## src/rtl/packet_rx.sv

```systemverilog
// ASCII-hex packet receiver: header, payload words, footer timestamp.
// Optional header check: define PACKET_RX_HDR_CHECK_EN.
module packet_rx #(
  parameter int RESOLUTION = 24,
  parameter int NUM_WORDS  = 80,
  parameter int NUM_INPUTS = 8
) (
  input  logic                  clk,
  input  logic                  reset,
  input  logic [7:0]            rx_data,
  input  logic                  rx_valid,
  output logic [RESOLUTION-1:0] word_data,
  output logic                  word_valid,
  output logic [15:0]           word_index,
  output logic [15:0]           hdr_tick,
  output logic [3:0]            hdr_flags,
  output logic [7:0]            hdr_lag_cross,
  output logic [7:0]            hdr_lag_auto,
  output logic [11:0]           hdr_delay,
  output logic [7:0]            hdr_inputs,
  output logic [7:0]            hdr_resolution,
  output logic [63:0]           timestamp,
  output logic                  packet_done,
  output logic                  packet_error
);

  localparam int NPW = RESOLUTION / 4;
  localparam logic [7:0] CR = 8'h0D;

  localparam logic [2:0] S_SYNC    = 3'd0;
  localparam logic [2:0] S_HEADER  = 3'd1;
  localparam logic [2:0] S_PAYLOAD = 3'd2;
  localparam logic [2:0] S_FOOTER  = 3'd3;
  localparam logic [2:0] S_TERM    = 3'd4;

`ifdef PACKET_RX_HDR_CHECK_EN
  localparam bit HDR_CHK = 1'b1;
`else
  localparam bit HDR_CHK = 1'b0;
`endif

  logic [2:0]            state;
  logic [15:0]           nib_cnt;
  logic [15:0]           word_cnt;
  logic [63:0]           hdr_sr;
  logic [63:0]           foot_sr;
  logic [RESOLUTION-1:0] word_sr;

  logic                  is_hex;
  logic                  is_cr;
  logic [3:0]            nib;
  logic [63:0]           hdr_next;
  logic [63:0]           foot_next;
  logic [RESOLUTION+3:0] word_tmp;
  logic [RESOLUTION-1:0] word_next;
  logic                  hdr_bad;

  // Classify the incoming byte and form the shifted-in values.
  always_comb begin
    is_hex = 1'b0;
    nib    = 4'd0;
    unique case (1'b1)
      (rx_data >= 8'h30 && rx_data <= 8'h39): begin
        is_hex = 1'b1;
        nib    = rx_data[3:0];
      end
      (rx_data >= 8'h41 && rx_data <= 8'h46),
      (rx_data >= 8'h61 && rx_data <= 8'h66): begin
        is_hex = 1'b1;
        nib    = rx_data[3:0] + 4'd9;
      end
      default: ;
    endcase
    is_cr     = (rx_data == CR);
    hdr_next  = {hdr_sr[59:0], nib};
    foot_next = {foot_sr[59:0], nib};
    word_tmp  = {word_sr, nib};
    word_next = word_tmp[RESOLUTION-1:0];
    hdr_bad   = HDR_CHK &&
                ((hdr_next[63:56] != 8'(RESOLUTION)) ||
                 (hdr_next[55:48] != 8'(NUM_INPUTS - 1)));
  end

  // Packet FSM, shift registers and registered outputs.
  always_ff @(posedge clk) begin
    if (reset) begin
      state          <= S_SYNC;
      nib_cnt        <= '0;
      word_cnt       <= '0;
      hdr_sr         <= '0;
      foot_sr        <= '0;
      word_sr        <= '0;
      word_data      <= '0;
      word_valid     <= 1'b0;
      word_index     <= '0;
      hdr_tick       <= '0;
      hdr_flags      <= '0;
      hdr_lag_cross  <= '0;
      hdr_lag_auto   <= '0;
      hdr_delay      <= '0;
      hdr_inputs     <= '0;
      hdr_resolution <= '0;
      timestamp      <= '0;
      packet_done    <= 1'b0;
      packet_error   <= 1'b0;
    end else begin
      word_valid   <= 1'b0;
      packet_done  <= 1'b0;
      packet_error <= 1'b0;
      if (rx_valid) begin
        if (state == S_SYNC) begin
          if (is_cr) begin
            state   <= S_HEADER;
            nib_cnt <= '0;
          end
        end else if (state == S_TERM) begin
          nib_cnt  <= '0;
          word_cnt <= '0;
          if (is_cr) begin
            timestamp   <= foot_sr;
            packet_done <= 1'b1;
            state       <= S_HEADER;
          end else begin
            packet_error <= 1'b1;
            state        <= S_SYNC;
          end
        end else if (!is_hex) begin
          // Early CR resyncs straight into a new header.
          packet_error <= 1'b1;
          nib_cnt      <= '0;
          word_cnt     <= '0;
          state        <= is_cr ? S_HEADER : S_SYNC;
        end else begin
          unique case (state)
            S_HEADER: begin
              hdr_sr <= hdr_next;
              if (nib_cnt == 16'd15) begin
                hdr_resolution <= hdr_next[63:56];
                hdr_inputs     <= hdr_next[55:48];
                hdr_delay      <= hdr_next[47:36];
                hdr_lag_auto   <= hdr_next[35:28];
                hdr_lag_cross  <= hdr_next[27:20];
                hdr_flags      <= hdr_next[19:16];
                hdr_tick       <= hdr_next[15:0];
                nib_cnt        <= '0;
                word_cnt       <= '0;
                if (hdr_bad) begin
                  packet_error <= 1'b1;
                  state        <= S_SYNC;
                end else if (NUM_WORDS == 0) begin
                  state <= S_FOOTER;
                end else begin
                  state <= S_PAYLOAD;
                end
              end else begin
                nib_cnt <= nib_cnt + 16'd1;
              end
            end
            S_PAYLOAD: begin
              word_sr <= word_next;
              if (nib_cnt == 16'(NPW - 1)) begin
                word_data  <= word_next;
                word_valid <= 1'b1;
                word_index <= word_cnt;
                nib_cnt    <= '0;
                if (word_cnt == 16'(NUM_WORDS - 1)) begin
                  state <= S_FOOTER;
                end else begin
                  word_cnt <= word_cnt + 16'd1;
                end
              end else begin
                nib_cnt <= nib_cnt + 16'd1;
              end
            end
            S_FOOTER: begin
              foot_sr <= foot_next;
              if (nib_cnt == 16'd15) begin
                nib_cnt <= '0;
                state   <= S_TERM;
              end else begin
                nib_cnt <= nib_cnt + 16'd1;
              end
            end
            default: ;
          endcase
        end
      end
    end
  end

endmodule
```

## config.mk

```make
export PLATFORM = sky130hd
export DESIGN_NAME = packet_rx
export DESIGN_NICKNAME = d
export VERILOG_FILES = /design/src/rtl/packet_rx.sv
export SDC_FILE = /design/constraint.sdc
export NUM_CORES = 1
export LEC_CHECK = 0
export ABC_CLOCK_PERIOD_IN_PS = 2600
export CORE_MARGIN = 3
export CORE_UTILIZATION = 49
export DETAILED_ROUTE_END_ITERATION = 8
export PLACE_DENSITY = 0.88
export SYNTH_ARGS = -nofsm -noshare
export SYNTH_HDL_FRONTEND = slang
export SYNTH_SLANG_ARGS = --single-unit
```

## constraint.sdc

```tcl
create_clock -name clk -period 2.6 [get_ports clk]
set_clock_uncertainty 0.1 [all_clocks]
set_input_delay 0.52 -clock clk [delete_from_list [all_inputs] [get_ports clk]]
set_output_delay 0.52 -clock clk [all_outputs]
set_load 0.005 [all_outputs]
```

==> metrics.yaml, run 1 <==
status: "complete, no violations"
crit_arrival_ns: 2.91
cts_sinks: 350
syn_to_final_growth_pct: 31.12
cp_max_fo: 5
ctsHoldBuffers: 0
drcViolationCount: 0
setup_slack_ns: 0.02046
fp.dieH_um: 168.3
cp-start-kind: "input port"
setup_viol: 0
final_cell_mix: "nand2_1 (605), dfxtp_1 (350), a21oi_1 (315)"
dp.cells: 2114
fill_cells: 1952
grt-ovfl-total: 0
fin_util_pct: 66.26
synth-warning-count: 0
dr.pass1.iters: 6
power_density_nw_per_um2: 620.3
min_period_ns: 2.580
post_drt_wl_per_cell_um: 15.71
end_kind: "flop"
final_common_cell: "nand2_1"
vias_per_cell: 5.458
detail-route-antenna-nets: 0
dp_hpwl_mm: 21.93
netSwitchingPower_w: 0.002140
grt_pass1_vias: 11106
wl_mm: 34.28
worstSetupPathType: "input port to flop"
antenna_cells: 0
setup_tns_ns: 0
synth_edf_count: 0
yosysSeqAreaShare_pct: 54.28
hold_class: "input port to flop"
regArea_um2: 7007
combPwrFrac_pct: 1.9
die_w_um: 168.3
die-area_um2: 28330
cts_tree: "yes"
synth_top_flop_cell: "dfxtp_1"
start_util_pct: 50.53
ys_ff_latch: 350
synth_cell_type_count: 53
drive_gt1_share_pct: 9.341
drv_cap: 0
cts_root_buffer: "clkbuf_16"
synth_nets: 1653
cts_made_buffers: 35
rows: 58
synthCells: 1636
clock_latency_ns: 0.50
synth.avg_cell_area_um2: 7.890
slew_headroom_pct: 38.01
final_cell_count_no_fill: 2182
cts_buffer_depth: 3
multiInputGateArea_um2: 5510
seq_power_share_pct: 51.1
intPower_w: 0.008359
design.core.area_um2: 25540
grt_use_total_pct: 22.35
min_period_over_period_pct: 99.21
pre_cts_slack_ns: -0.6213
vias: 11910
netlist_area_um2: 12910
clock_power_share_pct: 47.0
place_congestion: 0.9110
num_io_pins: 182
report.final.slew_viol_count: 0
ys_async_sr_fraction_pct: 0
cts.clk_slew.worst_paths_ns: 0.07
p_leak_nw: 5.564
swShare_pct: 20.38
htreeDepth: 2
required_ns: 2.94
hold_viol_final: 0
worst_pin_slew_ns: 0.9220
grt_max_degree: 101
vdd_drop_max_v: 0.0004331
reg2reg_slack_ns: 0.13
timing.fmax_mhz: 387.7
drt_iter0_drc: 1184
grt_pass1_wl_mm: 54.17
nets: 1845
port_buffers: 181
antenna_found_initial: 0
per-stage QoR:
step / hold WS, ns / area [um2] / total power [W]
floorplan: 0.3321 / 12970 / 0.005588
global placement: 0.3368 / 15570 / 0.005674
detailed placement: 0.3438 / 15570 / 0.005678
CTS: 0.3249 / 16730 / 0.01058
global route: 0.3498 / 16930 / 0.01084
finish: 0.3424 / 16930 / 0.01050
layout make-up:
type,instances,area share (%)
clock buffers,53,6.298
clock inverters,8,0.4213
inverters,8,0.1774
multi-input cells,1161,32.55
flip-flops and latches,350,41.40
well taps,330,2.439
repair buffers,272,16.71
critical path, stage by stage:
cell and delay (ns):
clkdlybuf4s50_1 0.43, inv_2 0.09, ha_1 0.18, o21bai_1 0.10, a2111o_1 0.44, buf_4 0.19
a21oi_4 0.22, nand4_1 0.18, or3b_4 0.42, a21oi_1 0.14
cells in the mapped netlist (2+ instances only):
cell       count  area [um2]
nand3_1       10       50.05
o2111ai_1      2       17.52
or2_2          4       25.02
o21bai_1       3       22.52
a311oi_1       3       26.28
or4_1          4       30.03
nor4b_1        4       35.03
ha_1           6       75.07
a31oi_1        4       25.02
a21oi_1      317        1587
nor3b_1        4       30.03
nor3_1        14       70.07
clkbuf_1      99       371.6
nand2_1      605        2271
or3_1          5       31.28
dfxtp_1      350        7007
xnor2_1       15       131.4
inv_1          8       30.03
o21ai_0       14       70.07
and3_1         7       43.79
and4_1         3       26.28
nor4_1        11       68.82
xor2_1         5       43.79
nand4_1       12       75.07
a211oi_1      20       150.1
o31ai_1        4       30.03
nand2b_1       2       12.51
nor2_1        54       202.7
buf_4          5       37.54
o21a_1         2       15.01
and2_1         3       18.77
nor2b_1        4       25.02
buf_2         13       65.06
timing repair:
item	in CTS	in global routing
pin swaps	1	10
setup endpoints to repair	36	156
buffers inserted	0	2
resized for setup	5	16
gates cloned	0	5
registers in the layout, summed over array words and instances (netlist names), 12 cells and up:
register,count
foot_sr,64
timestamp,64
hdr_sr,60
word_data,24
word_sr,20
hdr_tick,16
nib_cnt,16
word_cnt,16
word_index,16
hdr_delay,12
worst paths after layout:
kind                    end          start  cells after the start
max             word_cnt[4]     rx_data[1]                     10
min          word_index[15]          reset                      2
max reg2reg     word_cnt[6]     nib_cnt[0]                      7
min reg2reg   timestamp[57]  timestamp[57]                      2
cell families after synthesis:
| family | count (synthesis) | share of synthesized area, % |
|---|---|---|
| flip-flops | 350 | 54.28 |
| AND/OR/NAND/NOR | 753 | 23.87 |
| XOR/XNOR | 20 | 1.357 |
| adder cells (fa/ha/maj) | 6 | 0.5815 |
| buffers and inverters | 125 | 3.906 |
| AO/OA/AOI/OAI | 381 | 15.93 |
| multiplexers | 1 | 0.07755 |
layer usage:
layer	track usage (%)	share of wire, %	wire (um)
met1	28.43	42	14260
met2	38.89	50	17120
met3	3.921	5.9	2024
met4	6.759	2.6	884
met5	0	0	0
power by group through the flow:
| stage | clock, W | sequential, W | combinational [W] |
|---|---|---|---|
| after floorplan | 0 | 0.00548 | 0.000105 |
| after global placement | 0 | 0.00548 | 0.000191 |
| after detailed placement | 0 | 0.00548 | 0.000194 |
| after CTS | 0.00503 | 0.00536 | 0.000196 |
| after global routing | 0.00526 | 0.00536 | 0.000217 |
| final | 0.00493 | 0.00536 | 0.000201 |
Note: power is estimated with default switching activity, not from simulation.
==> inputs of run 2 (changes only) <==
--- a/config.mk
+++ b/config.mk
@@ -10,6 +10,7 @@
 export CORE_UTILIZATION = 49
 export DETAILED_ROUTE_END_ITERATION = 8
 export PLACE_DENSITY = 0.88
+export SETUP_SLACK_MARGIN = 0.15
 export SYNTH_ARGS = -nofsm -noshare
 export SYNTH_HDL_FRONTEND = slang
 export SYNTH_SLANG_ARGS = --single-unit
==> run 2 against run 1 <==
  * Sequential power about the same
  * Core utilization decreased by 0.48 points
  * Hold slack improved by 0.0091 ns
  * Critical path depth decreased by 2
  * Die area unchanged
  * Design area decreased by 0.72%
  * Sequential share of layout area increased by 0.31 points
  * Clock-buffer cell count decreased by 6
  * First-iteration DRC count decreased by 4.9%
  * Wire length decreased by 1.4%
  * Critical endpoint unchanged
  * Maximum frequency increased by 7.6%
  * Global-route usage increased by 0.85 points
==> metrics.yaml, run 2 (synthesized netlist as in run 1, its figures left out) <==
hold_viol_final: 0
die-area_um2: 28330
grt_pass1_wl_mm: 55.95
antenna_cells: 0
drt_iter0_drc: 1126
p_leak_nw: 5.457
rows: 58
timing.fmax_mhz: 417.1
vias_per_cell: 5.448
pre_cts_slack_ns: -0.6103
port_buffers: 181
nets: 1835
num_io_pins: 182
cts.clk_slew.worst_paths_ns: 0.06
reg_top3: "foot_sr x64, timestamp x64, hdr_sr x60"
clock_latency_ns: 0.51
status: "complete, no violations"
syn_to_final_growth_pct: 30.17
dr.pass1.iters: 5
rsz0062_at_grt: "true"
worstSetupPathType: "input port to flop"
setup_viol: 0
grt-ovfl-total: 0
cp-start-kind: "input port"
hold_class: "input port to flop"
power_density_nw_per_um2: 614.2
crit_arrival_ns: 2.73
cts_made_buffers: 35
dp_hpwl_mm: 21.31
post_drt_wl_per_cell_um: 15.56
cts_root_buffer: "clkbuf_16"
fp.dieH_um: 168.3
drcViolationCount: 0
cts_buffer_depth: 3
slew_headroom_pct: 30.08
cts_tree: "yes"
cts_sinks: 350
drive_gt1_share_pct: 9.501
vdd_drop_max_v: 0.0004477
start_util_pct: 50.53
cp_max_fo: 6
die_w_um: 168.3
htreeDepth: 2
min_period_over_period_pct: 92.21
grt_use_total_pct: 23.19
wl_mm: 33.80
antenna_found_initial: 0
report.final.slew_viol_count: 0
grt_max_degree: 92
min_period_ns: 2.397
final_cell_mix: "nand2_1 (605), dfxtp_1 (349), a21oi_1 (313)"
detail-route-antenna-nets: 0
drv_cap: 0
end_kind: "flop"
fin_hold_ws_ns: 0.3516
required_ns: 2.93
design.core.area_um2: 25540
final_common_cell: "nand2_1"
grt_pass1_vias: 11327
setup_slack_ns: 0.2026
vias: 11832
worst_pin_slew_ns: 1.040
place_congestion: 0.8945
-- run 2: changes by cell type in the layout (fill, tap and decap cells not counted), sizes merged --
cell           before  now
clkbuf             58   49
clkdlybuf4s50     175  173
clkinv              5   11
dlygate4sd2         0    3
dlymetal6s2s        5    1
buf                87   82
clkinvlp            1    2
clkdlybuf4s15       0    1
bufinv              1    0
-- run 2: report_power, final --
part,total [W],leakage (nW),internal [W],switching (W)
combinational,0.000196,2.10,0.0000616,0.000135
clock,0.00476,0.538,0.00270,0.00206
sequential,0.00536,2.82,0.00536,0.00000162
total,0.0103,5.46,0.00812,0.00220
-- run 2: what timing repair did --
item,4_1_cts,5_1_grt
buffers inserted,2,3
gates cloned,3,0
endpoints found under the setup margin,278,117
pin swaps,7,7
gates resized for setup,20,19
hold buffers,0,0
-- run 2: final timing paths --
| check | start | endpoint | slack (ns) | cells after the start |
|---|---|---|---|---|
| hold / removal | reset | word_index[9] | 0.35 | 2 |
| setup / recovery | rx_data[6] | word_cnt[4] | 0.20 | 8 |
| hold reg to reg | timestamp[45] | timestamp[45] | 0.35 | 2 |
| setup reg to reg | state[1] | word_cnt[15] | 0.22 | 7 |
-- run 2: layer usage --
metal,wire length [um],vias up,share of wire [%],track usage [%]
li1,-,5785,-,-
met1,14140,5607,42,29.87
met2,17040,383,50,40.80
met3,1972,57,5.8,3.381
met4,647,0,1.9,6.297
met5,0,-,0,0
-- run 2: per-stage QoR --
| step | cells | utilization (%) | cell area [um2] | total power, W | setup TNS, ns |
|---|---|---|---|---|---|
| 5_1_grt | 2172 | 65.78 | 16800 | 0.01065 | 0 |
| 6_report | 2172 | 65.78 | 16800 | 0.01032 | 0 |
| 2_1_floorplan | 1636 | - | 13010 | 0.005588 | -3.699 |
| 3_3_place_gp | 2103 | 60.76 | 15520 | 0.005672 | -132.80 |
| 4_1_cts | 2169 | 65.52 | 16740 | 0.01041 | 0 |
| 3_5_place_dp | 2103 | 60.76 | 15520 | 0.005675 | -143.94 |
-- run 2: final cells by class --
class | instances | area [um2]
fillers | 2008 | 8741
repair buffers | 262 | 2723
clock buffers | 47 | 992.2
well taps | 330 | 412.9
flip-flops and latches | 350 | 7008
multi-input cells | 1161 | 5544
inverters | 8 | 30.03
clock inverters | 14 | 93.84
-- run 2: worst max-delay path: stages --
cell	delay [ns]
dlygate4sd2_1	0.27
or4b_4	0.50
or3_4	0.43
buf_6	0.15
a21oi_4	0.18
nand4_1	0.13
or3b_4	0.42
a21oi_2	0.12
==> inputs of run 3 (changes only) <==
--- a/config.mk
+++ b/config.mk
@@ -7,9 +7,9 @@
 export LEC_CHECK = 0
 export ABC_CLOCK_PERIOD_IN_PS = 2600
 export CORE_MARGIN = 3
-export CORE_UTILIZATION = 49
+export CORE_UTILIZATION = 45
 export DETAILED_ROUTE_END_ITERATION = 8
-export PLACE_DENSITY = 0.88
+export PLACE_DENSITY = 0.82
 export SETUP_SLACK_MARGIN = 0.15
 export SYNTH_ARGS = -nofsm -noshare
 export SYNTH_HDL_FRONTEND = slang
==> run 3 against run 2 <==
  * Hold slack worse by 0.068 ns
  * Register-to-register slack better by 0.04 ns
  * Die area grew 8.6%
  * Sequential share of layout area is 1.3 points lower
  * Core utilization decreased by 3.9 points
  * Global-route usage fell by 1.8 points
  * Combinational power rose by 4%
  * Clock-buffer cell count is 8 higher
  * Non-clock buffer count increased by 17
  * Wire length increased by 4.5%
  * Critical path depth is 2 higher
  * First-iteration DRC count down 4.9%
  * Largest power group unchanged
  * Highest routed layer unchanged
==> metrics.yaml, run 3 (synthesized netlist as in run 1, its figures left out) <==
status: "complete, no violations"
timing.fmax_mhz: 408.8
syn_to_final_growth_pct: 34.30
final_common_cell: "nand2_1"
num_io_pins: 182
antenna_cells: 0
grt-ovfl-total: 0
p_leak_nw: 5.663
slowest_stage: "or4b_4"
die_w_um: 175.4
min_period_over_period_pct: 94.07
cts_buffer_depth: 3
setup_viol: 0
setup_tns_ns: 0
reg_top3: "foot_sr x64, timestamp x64, hdr_sr x60"
crit_family: "simple AND/OR/NAND/NOR gates"
cts_tree: "yes"
min_period_ns: 2.446
grt_pass1_vias: 11398
fp.dieH_um: 175.4
clock_latency_ns: 0.51
stdcell_area_um2: 17340
grt_pass1_wl_mm: 55.63
crit_chain: "clkdlybuf4s15_1 > or4b_4 > or3_4 > a211oi_4 > buf_4 > buf_6 > nand3_4 > buf_6 > nand2_1 > a21oi_1"
crit_arrival_ns: 2.72
vias_per_cell: 5.309
post_drt_wl_per_cell_um: 15.75
required_ns: 2.88
ctsHoldBuffers: 0
vias: 11908
rows: 61
antenna_found_initial: 0
drv_cap: 0
vdd_drop_max_v: 0.0003800
worstSetupPathType: "input port to flop"
hold_class: "input port to flop"
die-area_um2: 30750
cp_max_fo: 12
cp_common_cell: "buf_6"
wl_mm: 35.33
cts_root_buffer: "clkbuf_16"
drcViolationCount: 0
power_density_nw_per_um2: 627.0
grt_use_total_pct: 21.43
detail-route-antenna-nets: 0
end_kind: "flop"
worst-path-buf-inv: 4
place_area_um2: 15590
cp-start-kind: "input port"
drt_iter0_drc: 1071
crit_path_start: "rx_data[6]"
worstHoldStart: "reset"
dp_hpwl_mm: 21.67
worst_pin_slew_ns: 0.8693
start_util_pct: 46.08
place_congestion: 0.8576
htreeDepth: 2
rsz0062_at_grt: "false"
nets: 1855
r2r_start: "nib_cnt[1]"
drive_gt1_share_pct: 10.88
hold_viol_final: 0
port_buffers: 181
cts.clk_slew.worst_paths_ns: 0.06
critPathMaxStageDelay_ns: 0.48
cts_made_buffers: 38
design.core.area_um2: 28010
final_cell_mix: "nand2_1 (601), dfxtp_1 (348), a21oi_1 (313)"
slew_headroom_pct: 41.85
cts_sinks: 350
grt_max_degree: 99
reg2reg_slack_ns: 0.26
report.final.slew_viol_count: 0
dr.pass1.iters: 5
[run 3: cell count changes in the layout (fill, tap and decap cells not counted), moves of 4 or more]
cell,before,now
nand2_1,605,601
clkinv_2,9,5
nand2_2,0,4
clkbuf_16,36,43
buf_12,19,23
buf_4,56,61
clkbuf_1,6,10
[run 3: worst paths after layout]
kind / end / cells after the start
worst max register to register: word_cnt[6] / 8
worst min-delay path: word_data[9] / 2
worst min register to register: timestamp[0] / 2
worst max-delay path: word_index[2] / 10
[run 3: power breakdown]
part           switching [W]  total, W  internal (W)
clock network        0.00207   0.00530       0.00323
registers         0.00000156   0.00537       0.00536
logic               0.000140  0.000204     0.0000635
total                0.00222    0.0109       0.00865
[run 3: stage by stage]
| stage | worst slack, ns | total power (W) | hold slack, ns | std cells | utilization [%] |
|---|---|---|---|---|---|
| final | 0.1541 | 0.01087 | 0.2836 | 2243 | 61.89 |
| after global routing | 0.1133 | 0.01121 | 0.2885 | 2243 | 61.89 |
| after CTS | 0.1506 | 0.01096 | 0.2762 | 2233 | 60.97 |
| after detailed placement | -0.7966 | 0.005675 | 0.3426 | 2152 | 55.65 |
| after global placement | -0.7220 | 0.005671 | 0.3392 | 2152 | 55.65 |
| after floorplan | -0.05556 | 0.005588 | 0.3321 | 1636 | - |
[run 3: layout make-up]
type	instances	area (um2)
Timing Repair Buffer	279	2993
Inverter	8	30.03
Multi-Input combinational cell	1161	5589
Fill cell	2321	10670
Sequential cell	350	7009
Clock inverter	12	146.4
Clock buffer	55	1096
Tap cell	378	473.0
[run 3: metal layers]
layer,up-vias,GRT usage [%],routed length [um]
met1,5664,26.98,14920
met2,324,36.58,17380
met4,0,9.009,1446
met5,-,0,0
met3,91,3.415,1579
li1,5829,-,-
[run 3: repair_timing]
action	4_1_cts	5_1_grt
pin swaps	10	9
gates resized for setup	23	37
setup buffers	10	5
endpoints found under the setup margin	334	202
gates cloned	4	5
